===== config.mk =====
export PLATFORM = sky130hd
export DESIGN_NAME = bam_seq_mul16_ctrl_flat
export DESIGN_NICKNAME = d
export VERILOG_FILES = /design/src/rtl/bam_seq_mul16_ctrl_if.sv /design/src/rtl/bam_seq_mul16_ctrl.sv /design/src/flat_wrapper.sv
export SDC_FILE = /design/constraint.sdc
export NUM_CORES = 1
export LEC_CHECK = 0
export BUFFER_PORTS_ARGS = -buffer_cell sky130_fd_sc_hd__buf_4
export CAP_MARGIN = 40
export CORE_MARGIN = 3
export CORE_UTILIZATION = 33
export DETAILED_ROUTE_END_ITERATION = 8
export GPL_TIMING_DRIVEN = 0
export PLACE_DENSITY = 0.52
export REMOVE_ABC_BUFFERS = 1
export SLEW_MARGIN = 20
export SYNTH_ARGS = -nofsm -noshare
export SYNTH_HDL_FRONTEND = slang
export SYNTH_SLANG_ARGS = --single-unit

===== constraint.sdc =====
create_clock -name clk -period 5.9 [get_ports clk]
set_clock_uncertainty 0.1 [all_clocks]
set_input_delay 0.59 -clock clk [delete_from_list [all_inputs] [get_ports clk]]
set_output_delay 0.59 -clock clk [all_outputs]
set_load 0.02 [all_outputs]

===== src/rtl/bam_seq_mul16_ctrl_if.sv =====
// rtl/bam_seq_mul16_ctrl_if.sv - request, shared-multiplier and result signals of the 16x16 sequencer
// master = requester/multiplier side, slave = controller side.
interface bam_seq_mul16_ctrl_if;
   logic        in_valid;
   logic        in_ready;
   logic [15:0] in_a;
   logic [15:0] in_b;
   logic [7:0]  mul_a;
   logic [7:0]  mul_b;
   logic [15:0] mul_p;
   logic        out_valid;
   logic        out_ready;
   logic [31:0] out_p;

   modport master (
      output in_valid, in_a, in_b, out_ready, mul_p,
      input  in_ready, mul_a, mul_b, out_valid, out_p
   );

   modport slave (
      input  in_valid, in_a, in_b, out_ready, mul_p,
      output in_ready, mul_a, mul_b, out_valid, out_p
   );
endinterface


===== src/rtl/bam_seq_mul16_ctrl.sv =====
// rtl/bam_seq_mul16_ctrl.sv - 16x16 unsigned multiply sequenced over one external 8x8 multiplier
// Optional macro MULSEQ_SKIP_LL_EN drops the LL partial product (truncated approximation).
module bam_seq_mul16_ctrl #(
   parameter int unsigned MUL_LAT = 0
) (
   input  logic                  clk,
   input  logic                  rst,
   bam_seq_mul16_ctrl_if.slave   bus,
   output logic                  busy
);

   typedef enum logic [1:0] {S_IDLE, S_ISSUE, S_WAIT, S_DONE} state_t;

`ifdef MULSEQ_SKIP_LL_EN
   localparam logic [1:0] FIRST_PP = 2'd1;
`else
   localparam logic [1:0] FIRST_PP = 2'd0;
`endif
   localparam logic [1:0] LAT_INIT = 2'(MUL_LAT);

   state_t      state_q;
   logic [15:0] a_q, b_q;
   logic [31:0] acc_q;
   logic [1:0]  pp_q;
   logic [1:0]  cnt_q;
   logic [7:0]  mul_a_q, mul_b_q;
   logic        in_ready_q, out_valid_q, busy_q;
   logic [31:0] out_p_q;

   logic [31:0] pp_term;
   logic [31:0] acc_d;
   logic        capture;
   logic        last_pp;

   // pp index bit 1 selects the high byte of a, bit 0 the high byte of b
   function automatic logic [15:0] pp_ops(input logic [15:0] a, input logic [15:0] b,
                                          input logic [1:0] idx);
      logic [7:0] ma, mb;
      ma = idx[1] ? a[15:8] : a[7:0];
      mb = idx[0] ? b[15:8] : b[7:0];
      return {ma, mb};
   endfunction

   always_comb begin
      pp_term = {16'h0000, bus.mul_p};
      case (pp_q)
         2'd1, 2'd2: pp_term = {8'h00, bus.mul_p, 8'h00};
         2'd3:       pp_term = {bus.mul_p, 16'h0000};
         default:    pp_term = {16'h0000, bus.mul_p};
      endcase
   end

   assign acc_d   = acc_q + pp_term;
   assign last_pp = (pp_q == 2'd3);
   assign capture = ((state_q == S_ISSUE) && (MUL_LAT == 0)) ||
                    ((state_q == S_WAIT) && (cnt_q == 2'd1));

   always_ff @(posedge clk) begin
      if (rst) begin
         state_q     <= S_IDLE;
         a_q         <= '0;
         b_q         <= '0;
         acc_q       <= '0;
         pp_q        <= '0;
         cnt_q       <= '0;
         mul_a_q     <= '0;
         mul_b_q     <= '0;
         in_ready_q  <= 1'b1;
         out_valid_q <= 1'b0;
         busy_q      <= 1'b0;
         out_p_q     <= '0;
      end else begin
         case (state_q)
            S_IDLE: begin
               if (bus.in_valid) begin
                  a_q                <= bus.in_a;
                  b_q                <= bus.in_b;
                  acc_q              <= '0;
                  pp_q               <= FIRST_PP;
                  {mul_a_q, mul_b_q} <= pp_ops(bus.in_a, bus.in_b, FIRST_PP);
                  in_ready_q         <= 1'b0;
                  busy_q             <= 1'b1;
                  state_q            <= S_ISSUE;
               end
            end
            S_ISSUE: begin
               if (MUL_LAT != 0) begin
                  cnt_q   <= LAT_INIT;
                  state_q <= S_WAIT;
               end
            end
            S_WAIT: begin
               cnt_q <= cnt_q - 2'd1;
            end
            S_DONE: begin
               if (bus.out_ready) begin
                  out_valid_q <= 1'b0;
                  in_ready_q  <= 1'b1;
                  busy_q      <= 1'b0;
                  state_q     <= S_IDLE;
               end
            end
            default: state_q <= S_IDLE;
         endcase

         // Capture overrides the per-state transition above.
         if (capture) begin
            acc_q <= acc_d;
            if (last_pp) begin
               out_p_q     <= acc_d;
               out_valid_q <= 1'b1;
               mul_a_q     <= '0;
               mul_b_q     <= '0;
               state_q     <= S_DONE;
            end else begin
               pp_q               <= pp_q + 2'd1;
               {mul_a_q, mul_b_q} <= pp_ops(a_q, b_q, pp_q + 2'd1);
               state_q            <= S_ISSUE;
            end
         end
      end
   end

   assign bus.in_ready  = in_ready_q;
   assign bus.out_valid = out_valid_q;
   assign bus.out_p     = out_p_q;
   assign bus.mul_a     = mul_a_q;
   assign bus.mul_b     = mul_b_q;
   assign busy          = busy_q;

endmodule


===== src/flat_wrapper.sv =====
// flat-port wrapper written by rule: the top's interface ports become plain ports
module bam_seq_mul16_ctrl_flat 
#(
   parameter int unsigned MUL_LAT = 0
)
  (clk, rst, busy, bus_in_valid, bus_in_a, bus_in_b, bus_out_ready, bus_mul_p, bus_in_ready, bus_mul_a, bus_mul_b, bus_out_valid, bus_out_p);
  bam_seq_mul16_ctrl_if bus_i ();
  input  logic clk;
  input  logic rst;
  output logic busy;
  input wire logic [$bits(bus_i.in_valid)-1:0] bus_in_valid;
  input wire logic [$bits(bus_i.in_a)-1:0] bus_in_a;
  input wire logic [$bits(bus_i.in_b)-1:0] bus_in_b;
  input wire logic [$bits(bus_i.out_ready)-1:0] bus_out_ready;
  input wire logic [$bits(bus_i.mul_p)-1:0] bus_mul_p;
  output wire logic [$bits(bus_i.in_ready)-1:0] bus_in_ready;
  output wire logic [$bits(bus_i.mul_a)-1:0] bus_mul_a;
  output wire logic [$bits(bus_i.mul_b)-1:0] bus_mul_b;
  output wire logic [$bits(bus_i.out_valid)-1:0] bus_out_valid;
  output wire logic [$bits(bus_i.out_p)-1:0] bus_out_p;
  assign bus_i.in_valid = bus_in_valid;
  assign bus_i.in_a = bus_in_a;
  assign bus_i.in_b = bus_in_b;
  assign bus_i.out_ready = bus_out_ready;
  assign bus_i.mul_p = bus_mul_p;
  assign bus_in_ready = bus_i.in_ready;
  assign bus_mul_a = bus_i.mul_a;
  assign bus_mul_b = bus_i.mul_b;
  assign bus_out_valid = bus_i.out_valid;
  assign bus_out_p = bus_i.out_p;
  bam_seq_mul16_ctrl #(.MUL_LAT(MUL_LAT)) u_core (.clk(clk), .rst(rst), .bus(bus_i), .busy(busy));
endmodule

==> results.txt <==
The post-layout minimum cycle time was 4.602 ns. In the layout the commonest cells are nand2_1, a21oi_1, dfxtp_1. Summed over all cells, the static leakage comes to 3.399 nW. The final worst-path cycle share came out at 78.01%.

Beginning of the worst hold path: rst. The count of flip-flops with a built-in enable after synthesis came out at 0. After global routing the overflow that remains totals 0.

The arrival time reported for the critical path endpoint came out at 4.80 ns. Post-CTS repair changed the size of 0 cells. The leading cell type in the layout, fill and taps excluded is nand2_1. The area growth from synthesis to layout is 25.06%. The initialized floorplan defines 51 standard-cell rows.

Maximum number of pins on one net before global-route repair: 118. The tools report the via count of the first global-routing pass as 6,047. Layer carrying the most global-route usage: met2. For the pin with the worst max-slew slack, the measured transition is 0.7911 ns. Most instantiated flip-flop cell in the synthesis netlist: dfxtp_1.

The run gives 0 as the final-report max-slew violation count. The area share of the largest cell type after synthesis works out to 36.29%. The power consumption came out at 2.536 mW.

For this design the ratio of total power to cell area is 303.7 nW/µm². After the first detailed-routing iteration, the DRC count stood at 322. In the synthesized netlist the async set-or-reset flop fraction comes to 0%. For the number of levels in the clock H-tree, the log shows 4. Sink of the worst hold path: u_core.b_q[13]$_SDFFE_PP0P_. The final layout contains routed wiring with a total length of 18,880 µm.

The logs give 166.3 µV for the peak supply drop and 0 for the number of hold buffers added after CTS. In this run the tool buffered the top-level ports with 102 buffer cells. The boundary pin count is 103.

TritonCTS built the clock tree. After clock tree synthesis, the clock-pin slew on the worst setup and hold paths is 0.06 ns. Counting distinct cell types in the post-synthesis netlist gives 58. After synthesis, the cell types taking the most area are dfxtp_1, a21oi_1, nand2_1, ha_1, nor2_1. Measured along the x axis, the die boundary spans 148.2 µm.

The tools report the number of failing hold endpoints at the final stage as 0. The first-pass GRT wire length was 31,040 µm; the total routing usage reported by global routing was 17.44%. The endpoint identified for the worst register-to-register timing path is u_core.acc_q[30]$_SDFFE_PP0P_.

Counting the buffers created by CTS gives 17. The flow ran to the end, and the final reports show no timing, DRC or antenna violations. Of all nets on the critical path, the largest fanout is 23. The class of the tightest hold or removal check is input port to flop. The routed length per instance is 15.47 µm.

The run gives 13,070 µm as the post-DP HPWL. Worst flop-to-flop path startpoint: u_core.pp_q[0]$_SDFF_PP0_. The flip-flop and latch count after synthesis was 121; the share of layout cells above drive strength 1 was 18.12%. Setup violations remaining at the end of the flow were counted as 0. The root buffer cell chosen for the clock tree is clkbuf_16.

The share of synthesized area occupied by flip-flops and latches was 36.29%. The run gives 47.26% as the worst slew margin relative to its limit. The core region is 19,650 µm². The die covers 21,970 µm². The tools report the number of max-capacitance violations reported as 0. The post-synth design cell area was 6675 µm²; the highest clock frequency the design can meet was 0.2173 GHz. At the end of the flow, the number of nets in the layout was 1,034. Once layout is complete, the cells apart from fillers number 1,220. Buffer depth of the longest clock path: 2.

The logs give 0.9113 for the final RePlAce weighted congestion and 0 for the antenna diode instance count. Setup repair after global routing left no endpoint under its margin. The register-to-register path setup slack came out at 1.30 ns. The routed via count divided by cell count works out to 5.068. The later pin in the worst-skew pair is clocked with a latency of 0.42 ns. Data on the critical path is required at its endpoint by 6.10 ns. Yosys printed 0 warnings.

Cell accounting for the most synthesized area: dfxtp_1. The logs give 0 for the DRC violations left and 6,183 for the vias after detailed routing. STA classifies the critical path startpoint as a flop.

Counting the fill cells in the layout gives 2,113. The mean instance size in the synthesized netlist was 7.655 µm²; the global routing met2 resource utilization was 28.23%. The worst setup path is captured at a flop.

The run gives 1,186 as the number of placed instances with taps included. For this design, the sink count on the clock tree is 121. The number of nets with antenna violations after routing is 0, and the initial cell density of the core is 33.96%. Global routing used 22.61% of the available met1 tracks. OpenSTA, run right after detailed placement, puts the worst setup slack at 1.267 ns.

The length of the first detailed-routing pass in iterations is 5. For this run, global-route usage on met3 was measured as 5.606%. The type of the setup path with the least slack was flop to flop.

The logs give 872 for the post-synthesis cell count and 0 ns for the accumulated negative setup slack. The worst hold path was traced through 2 stages. For the worst flop-to-flop path, the logic depth is 14. For the initial antenna violation count, the log shows 0.

After layout, the worst setup slack is 1.298 ns. Vertical die dimension: 148.2 µm. After clock tree synthesis, the setup repair step added 0 buffers.
[Yosys cell counts, drive strengths merged (3+ instances only)]
master,instances
a211oi,11
a21o,14
a21oi,138
a22o,5
a22oi,11
a31oi,6
and2,20
buf,11
clkbuf,47
dfxtp,121
ha,38
inv,15
mux2,16
nand2,182
nand2b,7
nand3,27
nand3b,10
nand4,6
nand4b,3
nor2,57
nor3,8
nor4,3
o211ai,6
o21a,5
o21ai,36
o21bai,7
o31ai,3
or3,3
xnor2,22
xor2,6
[cell families after synthesis]
logic type	count (synthesis)	share of synthesized area [%]
adders and majority gates	39	7.423
AOI/OAI and AO/OA	255	22.81
and+or+nand+nor	339	22.77
buffers and inverters	73	4.180
muxes	17	2.849
xor gates and xnor gates	28	3.674
DFF	121	36.29
[state kept, by name, indices dropped and copies added (netlist names)]
signal,count
u_core.bus.out_valid,1
u_core.cnt_q,2
u_core.pp_q,2
u_core.bus.mul_a,8
u_core.a_q,16
u_core.acc_q,32
u_core.bus.out_p,32
u_core.bus.mul_b,8
u_core.b_q,16
u_core.busy,1
u_core.bus.in_ready,1
u_core.state_q,2
[area by class of cell]
cell class,instances,area [µm²],share of cell area [%]
multi-input cells,678,3999,47.90
flip-flops and latches,121,2422,29.02
repair buffers,110,903.4,10.82
clock buffers,17,425.4,5.096
well taps,265,331.6,3.972
clock inverters,14,210.2,2.518
inverters,15,56.30,0.6745
[stage by stage]
stage          utilization (%)  hold slack (ns)  area (µm²)
4_1_cts                  42.14           0.2905        8282
3_5_place_dp             38.90           0.3465        7646
3_3_place_gp             38.41           0.3394        7550
2_1_floorplan                -           0.3268        6452
5_1_grt                  42.48           0.2438        8348
6_report                 42.48           0.2689        8348
[critical path, cell delays in order, from the launching register on]
cell	delay [ns]
dfxtp_1	0.65
inv_1	0.13
ha_1	0.35
buf_8	0.21
and2_1	0.14
ha_1	0.23
fa_1	0.43
a211oi_1	0.26
o21bai_1	0.19
a22oi_1	0.35
o211ai_1	0.23
a311oi_1	0.58
o21ai_0	0.23
xnor2_1	0.28
o21ai_1	0.11
[power by group]
group          leakage (nW)  internal, mW  switching [mW]  total (mW)
Clock                 0.312         0.717           0.425        1.14
Combinational          2.10         0.198           0.301       0.499
Sequential            0.984         0.865          0.0290       0.894
Total                  3.40          1.78           0.755        2.54
[per-layer routing]
layer / vias to the layer above / part of all wire (%)
met1: 2848 / 47
met2: 128 / 46
met3: 16 / 6.2
li1: 3191 / -
met5: - / 0
met4: 0 / 0.93
[worst max path at each step]
| stage | to | start | cells after the start |
|---|---|---|---|
| global placement | u_core.acc_q[30]$_SDFFE_PP0P_ | u_core.pp_q[0]$_SDFF_PP0_ | 13 |
| CTS | u_core.acc_q[30]$_SDFFE_PP0P_ | u_core.pp_q[0]$_SDFF_PP0_ | 14 |
| detailed placement | u_core.acc_q[30]$_SDFFE_PP0P_ | u_core.pp_q[0]$_SDFF_PP0_ | 14 |
| global route | u_core.acc_q[30]$_SDFFE_PP0P_ | u_core.pp_q[0]$_SDFF_PP0_ | 14 |
| finish | u_core.acc_q[30]$_SDFFE_PP0P_ | u_core.pp_q[0]$_SDFF_PP0_ | 14 |
| floorplan | u_core.bus.out_p[30]$_SDFFE_PP0P_ | u_core.pp_q[0]$_SDFF_PP0_ | 13 |
Note: power is estimated with default switching activity, not from simulation.
